## src/rtl/booth_divider.sv

```systemverilog
// Signed restoring divider: a 2*size-bit dividend divided by a size-bit divisor,
// producing a quotient and remainder truncated toward zero.
//
// Ports
//   clk          rising-edge clock
//   rst          asynchronous active-low reset
//   start        begin a division (sampled only while idle)
//   dividend     2*size-bit two's-complement numerator
//   divisor      size-bit two's-complement denominator
//   quotient     registered signed quotient (0 on error)
//   remainder    registered signed remainder, sign of dividend (0 on error)
//   busy         high in every state except IDLE
//   done         one-cycle completion pulse
//   div_by_zero  divisor was zero
//   overflow     quotient does not fit in size signed bits
//
// state | meaning
// IDLE  | waiting for start; results hold
// LOAD  | form magnitudes and signs, early error checks
// RUN   | size shift-subtract iterations, one quotient bit per clock
// FIX   | apply signs, final range check, register results
// DONE  | done pulse for one cycle
module booth_divider #(
    parameter int size = 8
) (
    input  logic                clk,
    input  logic                rst,
    input  logic                start,
    input  logic [2*size-1:0]   dividend,
    input  logic [size-1:0]     divisor,
    output logic [size-1:0]     quotient,
    output logic [size-1:0]     remainder,
    output logic                busy,
    output logic                done,
    output logic                div_by_zero,
    output logic                overflow
);

    localparam int CW = $clog2(size + 1);
    localparam logic [size-1:0] HALF = {1'b1, {(size-1){1'b0}}};

    typedef enum logic [2:0] {IDLE, LOAD, RUN, FIX, DONE} state_t;

    state_t              state_q;
    logic [2*size-1:0]   dd_q;
    logic [size-1:0]     dv_q;
    logic [size-1:0]     dvm_q;
    logic [size-1:0]     rem_q;
    logic [size-1:0]     acc_q;
    logic                sdd_q;
    logic                sdv_q;
    logic [CW-1:0]       cnt_q;
    logic [size-1:0]     quotient_q;
    logic [size-1:0]     remainder_q;
    logic                busy_q;
    logic                done_q;
    logic                dbz_q;
    logic                ovf_q;

    logic [2*size-1:0]   mag_dd_d;
    logic [size-1:0]     mag_dv_d;
    logic                load_ovf_d;
    logic [size:0]       trial_d;
    logic                fits_d;
    logic [size-1:0]     rem_d;
    logic [size-1:0]     acc_d;
    logic                qneg_d;
    logic                fix_ovf_d;
    logic [size-1:0]     q_fix_d;
    logic [size-1:0]     r_fix_d;

    // Negating the most negative dividend yields the correct unsigned magnitude
    // because the magnitude is kept at the full 2*size width.
    assign mag_dd_d   = dd_q[2*size-1] ? -dd_q : dd_q;
    assign mag_dv_d   = dv_q[size-1]   ? -dv_q : dv_q;
    // Upper half >= divisor means the quotient needs more than size bits.
    assign load_ovf_d = mag_dd_d[2*size-1:size] >= mag_dv_d;

    // Partial remainder always stays below the divisor, so the difference
    // fits in size bits and the top bit of the trial can be dropped.
    assign trial_d = {rem_q, acc_q[size-1]};
    assign fits_d  = trial_d >= {1'b0, dvm_q};
    assign rem_d   = fits_d ? (trial_d[size-1:0] - dvm_q) : trial_d[size-1:0];
    assign acc_d   = {acc_q[size-2:0], fits_d};

    assign qneg_d    = sdd_q ^ sdv_q;
    // A negative quotient may reach magnitude 2^(size-1); a positive one may not.
    assign fix_ovf_d = qneg_d ? (acc_q > HALF) : acc_q[size-1];
    assign q_fix_d   = qneg_d ? -acc_q : acc_q;
    assign r_fix_d   = sdd_q  ? -rem_q : rem_q;

    always_ff @(posedge clk or negedge rst) begin
        if (!rst) begin
            state_q     <= IDLE;
            dd_q        <= '0;
            dv_q        <= '0;
            dvm_q       <= '0;
            rem_q       <= '0;
            acc_q       <= '0;
            sdd_q       <= 1'b0;
            sdv_q       <= 1'b0;
            cnt_q       <= '0;
            quotient_q  <= '0;
            remainder_q <= '0;
            busy_q      <= 1'b0;
            done_q      <= 1'b0;
            dbz_q       <= 1'b0;
            ovf_q       <= 1'b0;
        end else begin
            case (state_q)
                IDLE: begin
                    if (start) begin
                        dd_q        <= dividend;
                        dv_q        <= divisor;
                        quotient_q  <= '0;
                        remainder_q <= '0;
                        dbz_q       <= 1'b0;
                        ovf_q       <= 1'b0;
                        busy_q      <= 1'b1;
                        state_q     <= LOAD;
                    end
                end
                LOAD: begin
                    sdd_q <= dd_q[2*size-1];
                    sdv_q <= dv_q[size-1];
                    rem_q <= mag_dd_d[2*size-1:size];
                    acc_q <= mag_dd_d[size-1:0];
                    dvm_q <= mag_dv_d;
                    cnt_q <= '0;
                    if (dv_q == '0) begin
                        dbz_q   <= 1'b1;
                        done_q  <= 1'b1;
                        state_q <= DONE;
                    end else if (load_ovf_d) begin
                        ovf_q   <= 1'b1;
                        done_q  <= 1'b1;
                        state_q <= DONE;
                    end else begin
                        state_q <= RUN;
                    end
                end
                RUN: begin
                    rem_q <= rem_d;
                    acc_q <= acc_d;
                    cnt_q <= cnt_q + CW'(1);
                    if (cnt_q == CW'(size - 1)) begin
                        state_q <= FIX;
                    end
                end
                FIX: begin
                    // Results were cleared on start, so an overflow leaves them 0.
                    if (fix_ovf_d) begin
                        ovf_q <= 1'b1;
                    end else begin
                        quotient_q  <= q_fix_d;
                        remainder_q <= r_fix_d;
                    end
                    done_q  <= 1'b1;
                    state_q <= DONE;
                end
                DONE: begin
                    done_q  <= 1'b0;
                    busy_q  <= 1'b0;
                    state_q <= IDLE;
                end
                default: begin
                    state_q <= IDLE;
                end
            endcase
        end
    end

    assign quotient    = quotient_q;
    assign remainder   = remainder_q;
    assign busy        = busy_q;
    assign done        = done_q;
    assign div_by_zero = dbz_q;
    assign overflow    = ovf_q;

endmodule

```

## config.mk

```make
export PLATFORM = sky130hd
export DESIGN_NAME = booth_divider
export DESIGN_NICKNAME = d
export VERILOG_FILES = /design/src/rtl/booth_divider.sv
export SDC_FILE = /design/constraint.sdc
export NUM_CORES = 1
export LEC_CHECK = 0
export BUFFER_PORTS_ARGS = -buffer_cell sky130_fd_sc_hd__buf_2
export CAP_MARGIN = 20
export CORE_ASPECT_RATIO = 0.6
export CORE_UTILIZATION = 35
export DETAILED_ROUTE_END_ITERATION = 12
export SYNTH_ARGS = -nofsm -noshare
export SYNTH_HDL_FRONTEND = slang
export SYNTH_SLANG_ARGS = --single-unit
```

## constraint.sdc

```tcl
create_clock -name clk -period 2.5 [get_ports clk]
set_input_delay 0.5 -clock clk [delete_from_list [all_inputs] [get_ports clk]]
set_output_delay 0.5 -clock clk [all_outputs]
set_load 0.02 [all_outputs]
```

==> results.md, run 1 <==
Outcome:
- The flow ran to the end, but the final reports show violations.
- The final reports fail on design-rule violations, negative setup slack.

Worst setup path:
- The register-to-register setup slack is -0.13 ns.
- The largest delay contributor family on the critical path is compound AO/OA/AOI/OAI gates.
- Among the stages of the critical path, the cell type that occurs most often is sky130_fd_sc_hd__a21o_1.
- The critical path's largest stage delay is around 0.59 ns.
- The type of destination of the critical path is a register.
- The kind of critical path is reg2reg.
- The signal on the critical path passes through or4_4, o21ai_4, xnor2_1, ha_1, a21o_1, a21o_1, a221oi_4, a31oi_1, nand2b_1.
- At the worst endpoint, the required time is about 2.7 ns.
- Counting both buffers and inverters, the worst setup path holds a total of 0.
- The arrival time at the worst endpoint is ~2.9 ns.
- Along the worst path, the maximum fanout reaches 3.
- The cell with the largest stage delay on the worst path is sky130_fd_sc_hd__or4_4.
- The startpoint kind of the worst setup timing path is a register.

Yosys:
- Counting every instance in the synthesized netlist gives between 500 and 600.
- The number of library cell types mapped by synthesis is between 50 and 60.
- The netlist area before placement is 0.00475 mm2.
- In the synthesized netlist the async set-or-reset flop fraction comes to between 90% and 100%.
- The synthesis warning total is 0.
- The most used flip-flop cell after synthesis is sky130_fd_sc_hd__dfrtp_1.
- Sequential elements use 40.6% of the synthesized area.
- The synthesized net count is approximately 570.
- The number of flops mapped to enable cells by yosys is 0.
- The mean post-synth cell area is between 9 and 10 um2.
- Counting flops and latches in the post-synthesis netlist gives 77.

Detailed routing:
- The routed length per placed instance is about 16 um.
- The detailed-router iteration count before antenna repair is 9.
- The number of design-rule violations left by the first detailed-router iteration is between 300 and 400.
- The routed layout has slightly above 4000 vias.
- The number of vias per cell is between 5 and 6.
- The remaining design rule violation count is 2.
- The post-route antenna net violation count is 0.
- After detailed routing, the total wire length is about 13 mm.

Timing:
- The setup TNS is -0.306 ns.
- Setup violations remaining at the end of the flow were counted as 3.
- The minimum setup slack in the final design is -0.132 ns.
- The max-slew violation total from the final report was 0.
- On the final layout, the worst clock skew is a little over 0.009 ns.
- The part of the cycle the worst path needs is 105%.
- The worst-case hold slack is 0.165 ns.
- In this run the tightest slew margin relative to its limit is 53.1%.
- The final-report hold violation count is 0.
- The achievable clock frequency is roughly 380 MHz.
- Setup repair after global routing could not meet its margin everywhere.
- For the pin with the worst max-slew slack, the measured transition is around 0.7 ns.
- The final critical delay including setup and external delays is between 2 and 3 ns.

Power:
- Power spread over the standard cell area amounts to between 1500 and 2000 mW/mm2.
- In this run the power spent charging and discharging nets is 4.24 mW.
- The share of total power consumed by net switching is roughly 44%.
- The cell internal power dissipation is 5.34 mW.
- The combinational share of power is between 60% and 70%.
- The clock power share is 13.8%.
- In this run the static leakage power is roughly 2.7 nW.
- The worst voltage drop across the vdd grid is just under 0.7 mV.
- The part of the power in registers is 24.4%.

Clock tree:
- The total clock sinks is a little under 80.
- The buffer levels on the longest clock path is 2.
- Hold repair after CTS inserted 0 buffers.
- The tree is rooted in a sky130_fd_sc_hd__clkbuf_16.
- Buffers inserted during clock tree synthesis total 9.
- The H-tree generated during clock tree synthesis spans 3 levels.
- After clock tree synthesis, the clock-pin slew on the worst setup and hold paths is approximately 0.060 ns.
- TritonCTS built the clock tree.
- The clock insertion delay at the later pin of the skew report is between 0.3 and 0.4 ns.

Global routing:
- The global-route wire length before repair is 20.7 mm.
- The met3 capacity usage during global routing is 4.06%.
- The largest net degree at the start of global routing is 47.
- The remaining global-route overflow is 0.
- The initial antenna violation count is 0.
- The busiest layer in global routing is met1.
- Global routing used 19.1% of the available tracks across all layers.
- Global routing consumed, on the met1 layer, between 20% and 30% of the routing resources.
- In the global route stage, met2 resource usage came out at 26.3%.
- The number of global-route vias before repair is about 4000.

Run:
- The max-cap violation count is 0.

Place:
- Before CTS, the worst setup slack after placement is -0.224 ns.
- The wire-length estimate of the detail-placed layout is about 9.7 mm.
- After detailed placement, the design holds a cell count of 767.
- Port buffering added between 40 and 50 buffers.
- At the end of routability-driven placement, the weighted congestion stood at 0.883.

Floorplanning:
- The die outline width is around 150 um.
- The count of standard-cell rows is 32.
- The floorplan step defined a die boundary enclosing about 0.014 mm2.
- From bottom edge to top edge, the die measures 92.2 um.
- For this configuration, the core starts out at a cell density of about 36%.
- Pin placement for this block handled 47 I/O pins.
- The core region is 0.0131 mm2.

Cells and area:
- The post-route netlist has 28.7% of its cells at a drive strength greater than 1.
- Leaving out fill and tap cells, the most frequent cell in the layout is sky130_fd_sc_hd__dfrtp_1.
- The area growth from synthesis to layout is 26.3%.
- The number of antenna diodes in the final layout is 0.
- The number of nets in the final layout is around 660.
- The top cell types in the final layout, fill and taps aside, are sky130_fd_sc_hd__dfrtp_1 (76), sky130_fd_sc_hd__nand2_1 (75), sky130_fd_sc_hd__buf_4 (60).
- The filler-free cell count of the finished design is about 800.

Worst hold path:
- The worst hold path belongs to the class in2async.
kinds of logic after synthesis:
group | after synthesis | synth area share [%]
adders and majority gates | 22 | 5.96
AOI/OAI and AO/OA | 146 | 19.4
DFF | 77 | 40.6
and+or+nand+nor | 164 | 16.1
buffers and inverters | 49 | 4.32
muxes | 31 | 7.20
xor gates and xnor gates | 34 | 6.43
layout make-up:
type                    count  area, um2
fillers                  1241       7060
multi-input cells         397       2760
repair buffers            107        716
well taps                 170        213
clock inverters             3       45.0
flip-flops and latches     77       1930
inverters                  20       75.1
clock buffers              12        256
worst paths after layout:
check | from | to | cells past startpoint
setup / recovery | dd_q[12] | done | 9
hold / removal | rst | remainder[0] | 1
setup reg to reg | dd_q[12] | done | 9
hold reg to reg | remainder[3] | remainder[3] | 2
max in group asynchronous | rst | dd_q[5] | 2
min in group clk | divisor[1] | dv_q[1] | 3
Yosys cell counts, types with 2 or more instances:
| master | instances | share of area (%) |
|---|---|---|
| sky130_fd_sc_hd__a211o_1 | 2 | 0.37 |
| sky130_fd_sc_hd__a211oi_1 | 2 | 0.32 |
| sky130_fd_sc_hd__a21boi_0 | 3 | 0.47 |
| sky130_fd_sc_hd__a21o_1 | 5 | 0.79 |
| sky130_fd_sc_hd__a21oi_1 | 18 | 1.9 |
| sky130_fd_sc_hd__a21oi_2 | 2 | 0.37 |
| sky130_fd_sc_hd__a22oi_1 | 4 | 0.63 |
| sky130_fd_sc_hd__a31oi_1 | 11 | 1.4 |
| sky130_fd_sc_hd__and3_1 | 2 | 0.26 |
| sky130_fd_sc_hd__buf_2 | 11 | 1.2 |
| sky130_fd_sc_hd__clkbuf_1 | 16 | 1.3 |
| sky130_fd_sc_hd__dfrtp_1 | 77 | 41 |
| sky130_fd_sc_hd__ha_1 | 21 | 5.5 |
| sky130_fd_sc_hd__inv_1 | 20 | 1.6 |
| sky130_fd_sc_hd__mux2_2 | 21 | 5.0 |
| sky130_fd_sc_hd__mux2i_1 | 9 | 1.9 |
| sky130_fd_sc_hd__nand2_1 | 75 | 5.9 |
| sky130_fd_sc_hd__nand2b_1 | 6 | 0.79 |
| sky130_fd_sc_hd__nand3_1 | 7 | 0.74 |
| sky130_fd_sc_hd__nand4_1 | 3 | 0.40 |
| sky130_fd_sc_hd__nor2_1 | 37 | 2.9 |
| sky130_fd_sc_hd__nor2b_1 | 8 | 1.1 |
| sky130_fd_sc_hd__nor3_1 | 13 | 1.4 |
| sky130_fd_sc_hd__nor3_4 | 2 | 0.69 |
| sky130_fd_sc_hd__nor4b_1 | 2 | 0.37 |
| sky130_fd_sc_hd__o21a_1 | 2 | 0.32 |
| sky130_fd_sc_hd__o21ai_0 | 54 | 5.7 |
| sky130_fd_sc_hd__o21ai_1 | 2 | 0.21 |
| sky130_fd_sc_hd__o22ai_1 | 6 | 0.79 |
| sky130_fd_sc_hd__o31ai_1 | 24 | 3.8 |
| sky130_fd_sc_hd__o41ai_1 | 2 | 0.37 |
| sky130_fd_sc_hd__or3_1 | 2 | 0.26 |
| sky130_fd_sc_hd__xnor2_1 | 20 | 3.7 |
| sky130_fd_sc_hd__xor2_1 | 13 | 2.4 |
sequential cells by signal (all words and copies together), names as in the netlist, 3 cells and up:
signal     flops
dd_q          16
acc_q          8
dv_q           8
dvm_q          8
quotient       8
rem_q          8
remainder      8
cnt_q          4
state_q        3
layer usage:
layer / part of all wire, % / routed length (um)
met5: 0 / 0
met2: 39 / 5020
met4: 1.1 / 134
met1: 53 / 6790
met3: 6.0 / 764
what timing repair did:
item / CTS / global route
setup endpoints to repair: 4 / 5
pin swaps: 17 / 5
buffers inserted: 3 / 1
resized for setup: 16 / 9
per-stage QoR:
stage / power [mW] / cell area [um2] / utilization [%]
final: 9.58 / 5990 / 45.9
after global routing: 10.3 / 5990 / 45.9
after CTS: 9.34 / 5930 / 45.5
after detailed placement: 7.78 / 5540 / 42.5
after global placement: 7.62 / 5540 / 42.5
after floorplan: 5.90 / 4770 / -
power by group through the flow:
stage | Clock [mW] | Combinational (mW) | Sequential (mW)
3_3_place_gp | 0 | 5.33 | 2.29
5_1_grt | 1.41 | 6.51 | 2.42
2_1_floorplan | 0 | 3.58 | 2.32
6_report | 1.33 | 5.92 | 2.34
3_5_place_dp | 0 | 5.45 | 2.33
4_1_cts | 1.36 | 5.66 | 2.32
Power figures use the tool's default switching activity.
==> run 2: changes to the inputs <==
--- a/config.mk
+++ b/config.mk
@@ -8,8 +8,9 @@
 export BUFFER_PORTS_ARGS = -buffer_cell sky130_fd_sc_hd__buf_2
 export CAP_MARGIN = 20
 export CORE_ASPECT_RATIO = 0.6
-export CORE_UTILIZATION = 35
+export CORE_UTILIZATION = 54
 export DETAILED_ROUTE_END_ITERATION = 12
+export PLACE_DENSITY = 0.77
 export SYNTH_ARGS = -nofsm -noshare
 export SYNTH_HDL_FRONTEND = slang
 export SYNTH_SLANG_ARGS = --single-unit
==> run 2 against run 1 <==
The flow finishes with violations (negative setup slack). Sequential share of layout area is 0.15 points higher. Routed wire length is 1.2% higher. Die area is 35% lower. Register-to-register slack worse by 0.07 ns. Critical path depth is 3 higher.
==> results.md, run 2 (synthesized netlist as in run 1, its figures left out) <==
Cells and area:
- The library cells used most frequently in the layout, excluding fill and tap cells, are sky130_fd_sc_hd__dfrtp_1 (77), sky130_fd_sc_hd__nand2_1 (75), sky130_fd_sc_hd__buf_4 (61).
- The count of inserted antenna diode cells is 0 (unchanged).
- The register with the most flip-flops in the final layout is dd_q.
- The filler-free cell count of the finished design is 730 (-7.1%).
- The filler cell count in the final layout is 622 (-50%).
- Compared with the post-synthesis result, the final layout area differs by 25.6%.
- The number of nets in the final layout is 662 (+0.15%).
- The leading cell type in the layout, fill and taps excluded is sky130_fd_sc_hd__dfrtp_1.
- The ratio of cells with drive above 1 in the final layout is 29.1% (+0.39 points).
- The number of flip-flops in the largest register is 16 (unchanged).
- The register cell area after layout is 0.00193 mm2 (about the same).
- The design area is 0.00596 mm2 (-0.54%).
- The area taken by multi-input logic gates is 0.00277 mm2 (+0.36%).

Clock tree:
- The clock edge transition at the registers on the reported setup and hold paths is 0.06 ns (about the same).
- The clock root buffer is sky130_fd_sc_hd__clkbuf_16.
- The buffer levels on the longest clock path is 2 (unchanged).
- The number of H-tree levels is 3 (unchanged).
- The number of buffers created by CTS is 9 (unchanged).
- The total clock sinks came to 77 (unchanged).
- TritonCTS built the clock tree.
- The clock insertion delay at the later pin of the skew report is 0.34 ns (about the same).
- The number of buffers added to fix hold violations after cts is 0 (unchanged).

Timing:
- The final-report setup violation count was 4 (+1).
- The clock skew after layout is 0.00719 ns (-0.00207 ns).
- The achievable clock frequency is 369 MHz (-2.7%).
- The max-slew violation total from the final report is 0 (unchanged).
- The final-report hold violation count is 0 (unchanged).
- The transition at the pin with the smallest max-transition slack is 0.685 ns (-0.0163 ns).
- The minimum setup slack in the final design was -0.207 ns (-0.0743 ns).
- The part of the cycle the worst path needs came to 108% (+3.0 points).
- Setup repair after global routing could not meet its margin everywhere.
- The worst-case hold slack is 0.129 ns (-0.0365 ns).
- The remaining max-slew budget at the tightest pin was 54.1% (+1.1 points).
- The final critical delay including setup and external delays was 2.71 ns (+0.0743 ns).

Worst setup path:
- The total buffers and inverters traversed by the critical path was 1 (+1).
- The signal on the critical path passes through inv_2, ha_4, nor2b_4, nand3_2, o21ai_2, xnor2_2, ha_1, a211oi_2, o21ai_1, a221oi_4, a31oi_2, nand2b_1.
- The cell family contributing the most delay on the critical path is compound AO/OA/AOI/OAI gates.
- The kind of critical path is reg2reg.
- STA classifies the critical path startpoint as a register.
- The critical path's largest stage delay is 0.40 ns (-0.19 ns).
- Among all stages on the critical path, the largest delay is contributed by sky130_fd_sc_hd__dfrtp_1.
- The highest net fanout along the worst path is 3 (unchanged).
- The data required time at the worst endpoint is 2.73 ns (+0.02 ns).
- The arrival time at the worst endpoint came to 2.93 ns (+0.08 ns).
- STA classifies the critical path endpoint as a register.

Global routing:
- The initial antenna violation count was 0 (unchanged).
- The remaining global-route overflow was 0 (unchanged).
- The largest net degree at the start of global routing is 41 (-13%).
- The global-route wire length before repair is 19.9 mm (-4.1%).
- The number of global-route vias before repair is 3945 (-1.6%).
- The total routing resource utilization after global routing was 29.2% (+10 points).

Floorplanning:
- The die outline width is 123 um (-19%).
- The height of the die is 74.6 um (-19%).
- The effective utilization at floorplan is 55.7% (+19 points).
- The area of the placeable core is 0.00852 mm2 (-35%).
- The number of primary I/O pins is 47 (unchanged).
- The count of standard-cell rows was 26 (-19%).
- The full die area is 0.00918 mm2 (-35%).

Place:
- The placer's final routability congestion estimate is 0.885 (+0.24%).
- The number of port buffers is 46 (unchanged).
- The detailed-placement wirelength estimate is 8.92 mm (-7.8%).
- The area after detailed placement is 0.00540 mm2 (-2.5%).
- The total placed cells including tap cells is 702 (-8.5%).

Power:
- The power density normalized to cell area is 1660 mW/mm2 (+3.5%).
- The worst voltage drop across the vdd grid is 0.724 mV (+6.7%).
- The total leakage power is 2.74 nW (+1.1%).

Detailed routing:
- The number of vias per cell is 5.87 (+12%).
- The total length of routed wires is 12.9 mm (+1.2%).
- The detailed-router iteration count before antenna repair is 5 (-4).
- The number of design-rule violations left by the first detailed-router iteration is 324 (-11%).
- The post-route antenna net violation count was 0 (unchanged).
- The remaining design rule violation count is 0 (-2).
- The routed via count is 4286 (+3.9%).
- The routed length per placed instance is 17.6 um (+9.0%).

Outcome:
- The flow ran to the end, but the final reports show violations.
- The final reports fail on negative setup slack.

Worst hold path:
- The min-delay analysis places its worst path in the category in2async.

Run:
- The max-cap violation count is 0 (unchanged).
run 2: final timing paths:
path	startpoint	endpoint	slack (ns)	cells after the start
worst max-delay path	dd_q[1]	done	-0.21	12
worst min-delay path	rst	rem_q[2]	0.13	1
worst max register to register	dd_q[1]	done	-0.21	12
worst min register to register	quotient[6]	quotient[6]	0.47	2
max in group asynchronous	rst	dd_q[15]	1.75	2
min in group clk	divisor[0]	dv_q[0]	0.37	3
run 2: timing repair:
| item | CTS | global route |
|---|---|---|
| setup buffers | 9 | 3 |
| pin swaps | 20 | 11 |
| hold endpoints to repair | 0 | 0 |
| endpoints found under the setup margin | 4 | 5 |
| gates resized for setup | 17 | 9 |
| gates cloned | 0 | 0 |
run 2: per-layer routing:
layer | track usage, % | share of wire [%]
met5 | 0 | 0
met4 | 8.70 | 1.7
met2 | 44.9 | 45
met1 | 40.6 | 46
met3 | 8.11 | 7.6
run 2: power breakdown:
group          internal (mW)  switching, mW  total, mW  leakage [nW]
clock network          0.931          0.536       1.47         0.162
logic                   2.82           3.23       6.05          1.62
registers               1.76          0.589       2.35         0.961
run 2: metrics by stage:
| stage | utilization, % | setup WS [ns] | total power [mW] | setup TNS, ns |
|---|---|---|---|---|
| floorplan | - | -0.00855 | 5.90 | -0.00855 |
| detailed placement | 63.4 | -0.253 | 7.60 | -0.771 |
| global placement | 63.4 | -0.103 | 7.34 | -0.242 |
| global route | 69.9 | -0.341 | 10.6 | -1.17 |
| finish | 69.9 | -0.207 | 9.87 | -0.620 |
| CTS | 69.0 | -0.126 | 9.44 | -0.289 |
run 2: final cells by class:
class / instances / share of cell area, %
clock inverters: 5 / 1.36
multi-input cells: 397 / 46.5
repair buffers: 108 / 12.0
well taps: 112 / 2.35
clock buffers: 11 / 4.24
inverters: 20 / 1.26
flip-flops and latches: 77 / 32.3
run 2: worst reg2reg max path: cells and delay by family (launching register included):
family,cells,cell delay (ns)
AO/OA/AOI/OAI,5,1.07
XOR/XNOR,1,0.17
adder cells (fa/ha/maj),2,0.43
buffers and inverters,1,0.09
flip-flops,1,0.40
AND/OR/NAND/NOR,3,0.43
